<file path="config.mk">
export PLATFORM = sky130hd
export DESIGN_NAME = pc_mod
export DESIGN_NICKNAME = d
export VERILOG_FILES = /design/src/rtl/pc_mod.sv
export SDC_FILE = /design/constraint.sdc
export NUM_CORES = 1
export LEC_CHECK = 0
export ABC_AREA = 1
export CAP_MARGIN = 5
export CORE_AREA = 8 8 45 47
export CTS_CLUSTER_DIAMETER = 30
export CTS_CLUSTER_SIZE = 10
export DETAILED_ROUTE_END_ITERATION = 6
export DIE_AREA = 0 0 53 55
export PLACE_DENSITY_LB_ADDON = 0.3
export SLEW_MARGIN = 5
export SYNTH_ARGS = -nofsm -noshare
export SYNTH_HDL_FRONTEND = slang
export SYNTH_SLANG_ARGS = --single-unit
</file>
<file path="constraint.sdc">
create_clock -name clk -period 1.2 [get_ports clk]
set_clock_uncertainty 0.2 [all_clocks]
set_input_delay 0.12 -clock clk [delete_from_list [all_inputs] [get_ports clk]]
set_output_delay 0.12 -clock clk [all_outputs]
set_load 0.05 [all_outputs]
</file>
<file path="src/rtl/pc_mod.sv">
// Program-counter register: load from pc_in, auto-increment or hold, with async active-low reset.
// Optional feature macro: PC_MOD_WRAP_FLAG_EN adds the registered pc_wrap flag.
module pc_mod #(
   parameter int               WIDTH     = 4,
   parameter logic [WIDTH-1:0] RESET_VAL = '0
) (
   input  logic             clk,
   input  logic             reset,
   input  logic             pwen,
   input  logic [WIDTH-1:0] pc_in,
   input  logic             pc_inc,
   output logic [WIDTH-1:0] pc_out,
   output logic [WIDTH-1:0] pc_plus1
`ifdef PC_MOD_WRAP_FLAG_EN
   ,
   output logic             pc_wrap
`endif
);

   logic [WIDTH-1:0] r_pc;
   logic [WIDTH-1:0] w_pc_plus1;
   logic [WIDTH-1:0] w_pc_next;

   assign w_pc_plus1 = r_pc + WIDTH'(1);

   // Load has priority over increment; otherwise hold.
   always_comb begin
      w_pc_next = r_pc;
      if (pwen) begin
         w_pc_next = pc_in;
      end else if (pc_inc) begin
         w_pc_next = w_pc_plus1;
      end
   end

   always_ff @(posedge clk or negedge reset) begin
      if (!reset) begin
         r_pc <= RESET_VAL;
      end else begin
         r_pc <= w_pc_next;
      end
   end

   assign pc_out   = r_pc;
   assign pc_plus1 = w_pc_plus1;

`ifdef PC_MOD_WRAP_FLAG_EN
   logic r_wrap;
   logic w_wrap_next;

   // Only an increment out of all-ones counts as a wrap; a load to 0 does not.
   assign w_wrap_next = !pwen && pc_inc && (r_pc == {WIDTH{1'b1}});

   always_ff @(posedge clk or negedge reset) begin
      if (!reset) begin
         r_wrap <= 1'b0;
      end else begin
         r_wrap <= w_wrap_next;
      end
   end

   assign pc_wrap = r_wrap;
`endif

endmodule

</file>
==> results.cfg <==
[status]
status = complete, but fails checks
violations = negative setup slack

[synth]
synth_cell_types = 13
synthTopCellsByArea = dfrtp_1 43%, nand2_1 15%, inv_1 8.1%
yosys_register_bits = 4
syn_inst = 30
ys_warn_count = 0
synth_area_leader_cell = dfrtp_1
syn_nets = 39
seq_area_frac_synth = 0.430
yosys.area.top_type_share = 0.430
syn_area_um2 = 233
post_synth.cell_area_avg_um2 = 7.76

[routing]
drt_iter0_markers = 4
viasPerCell = 4.16
drt.antenna.violating_nets = 0
num_vias = 329
post_drt_wl_per_cell_um = 10.9
drcViolationCount = 0
dr.pass1.iters = 2
drt_wl_total_um = 864

[timing]
layout_setup_ws_ns = -0.334
setup_viol = 9
period_needed_ns = 1.53
worstMarginPinSlew_ns = 0.299
slew_headroom = 0.800
rsz0062_at_grt = yes
fmax_mhz = 652
tns_ns = -1.72
finalCritPeriodShare = 1.28
drv_slew = 0
hold_violations = 0

[final_layout]
layout_commonest_cell = buf_12
largest_register_ffs = 4
multiInputGateArea_um2 = 163
area_growth_pct = 211
drive_gt1_frac = 0.603
fillers = 122
diodes = 0
stdcell_area_um2 = 724
regArea_um2 = 108
layout_common_cells = 9 x buf_12, 8 x buf_6, 7 x nand2_1, 7 x clkdlybuf4s50_1, 5 x buf_4
fin_nets = 74

[grt]
grt_pass1_wl_mm = 1.45
antenna_found_initial = 0
grt_max_degree = 6
grt_pass1_vias = 356
overflow = 0
grt_use_total = 0.0712

[clock_network]
clock-sinks = 4
htreeDepth = 1
path_clk_slew_ns = 0.04
cts_tree = done
root_buffer = clkbuf_4
clk-insertion-delay-late_ns = 0.24
clock_path_buffers = 2
cts_made_buffers = 3

[worst_setup_path]
endpoint_kind = primary output
ff2ff_path_depth = 4
crit_end = pc_plus1[2]
critPathSlowestCell = dfrtp_2
r2r_slack_ns = -0.10
critPathMaxFanout = 2
cp-startpoint = pc_out[1]
rr_startpoint = pc_out[1]
r2r_end = pc_out[2]
crit_chain = ha_4, xnor2_4, inv_4, buf_12
cp.arrival_ns = 1.21
cp.required_ns = 0.88
critical_path_class = register to primary output
cpPeakStageDelay_ns = 0.44
cp-start-kind = register

[placement]
place_area_um2 = 599
place_ws_ns = -0.157
port_buffers = 15
hpwl_um = 671
gp_congestion = 0.768

[worst_hold_path]
holdCritPathClass = primary input to register

[floorplan]
dieWidth_um = 53
die_h_um = 55
ioPinCount = 16
start_util = 0.168
die_area_um2 = 2920
core_um2 = 1380
rows = 14

[power]
p_leak_nw = 0.330
p_per_area_nw_per_um2 = 1320
ir_drop_v = 0.000484

[job]
drv_cap = 0
==> cell usage after synthesis <==
| master | number |
|---|---|
| and2_1 | 1 |
| nand2_1 | 9 |
| inv_1 | 5 |
| dfrtp_1 | 4 |
| o21ai_1 | 1 |
| nand3_1 | 3 |
| ha_1 | 1 |
| nand4_1 | 1 |
| a21boi_1 | 1 |
| o211ai_1 | 1 |
| nor2_1 | 1 |
| xnor2_1 | 1 |
| a22oi_1 | 1 |
==> stage by stage <==
stage	hold slack, ns	cells	util	total power [mW]
floorplan	-0.376	30	-	0.437
global placement	0.144	70	0.433	0.706
finish	0.260	79	0.524	0.958
detailed placement	0.144	70	0.433	0.709
CTS	0.263	81	0.542	0.983
global route	0.281	79	0.524	1.00
==> cells by family (layout without fill, tap and decap cells) <==
group / after synthesis / after routing / synth area share
AOI/OAI and AO/OA: 4 / 4 / 0.118
xor gates and xnor gates: 1 / 1 / 0.0376
adders and majority gates: 1 / 1 / 0.0538
buffers and inverters: 5 / 38 / 0.0807
DFF: 4 / 4 / 0.430
and+or+nand+nor: 15 / 15 / 0.280
==> layout make-up <==
| class | instances | share of cell area |
|---|---|---|
| clock buffers | 3 | 0.0311 |
| inverters | 5 | 0.0328 |
| multi-input cells | 21 | 0.225 |
| flip-flops and latches | 4 | 0.149 |
| well taps | 16 | 0.0276 |
| repair buffers | 30 | 0.535 |
==> layer usage <==
metal	vias up	global-route usage	part of all wire
met3	2	0.0160	0.097
li1	168	-	-
met1	144	0.0627	0.36
met4	0	0.0776	0.016
met2	15	0.127	0.53
met5	-	0	0
==> worst min-delay path by stage <==
stage,slack (ns),to,start,depth (start not counted)
finish,0.26,pc_out[0],pc_in[0],3
global route,0.28,pc_out[0],pc_in[0],3
CTS,0.26,pc_out[0],pc_in[0],3
detailed placement,0.14,pc_out[2],reset,1
global placement,0.14,pc_out[2],reset,1
floorplan,-0.38,pc_out[0],reset,0
==> power by group <==
part / total (mW) / internal (mW) / switching (mW)
combinational: 0.604 / 0.334 / 0.270
sequential: 0.187 / 0.157 / 0.0300
clock: 0.166 / 0.112 / 0.0545
total: 0.958 / 0.604 / 0.354
==> worst max-delay path: cells and delay by family, from the launching register on <==
kind / cells / cell delay (ns)
DFF: 1 / 0.44
adders and majority gates: 1 / 0.19
buffers and inverters: 2 / 0.19
xor gates and xnor gates: 1 / 0.17
==> what timing repair did <==
action,4_1_cts,5_1_grt
hold buffers,1,0
pin swaps,6,5
endpoints found under the setup margin,10,11
setup buffers,8,5
gates resized for setup,16,3
hold endpoints to repair,4,0
No activity file was read; power rests on OpenSTA's default activity.
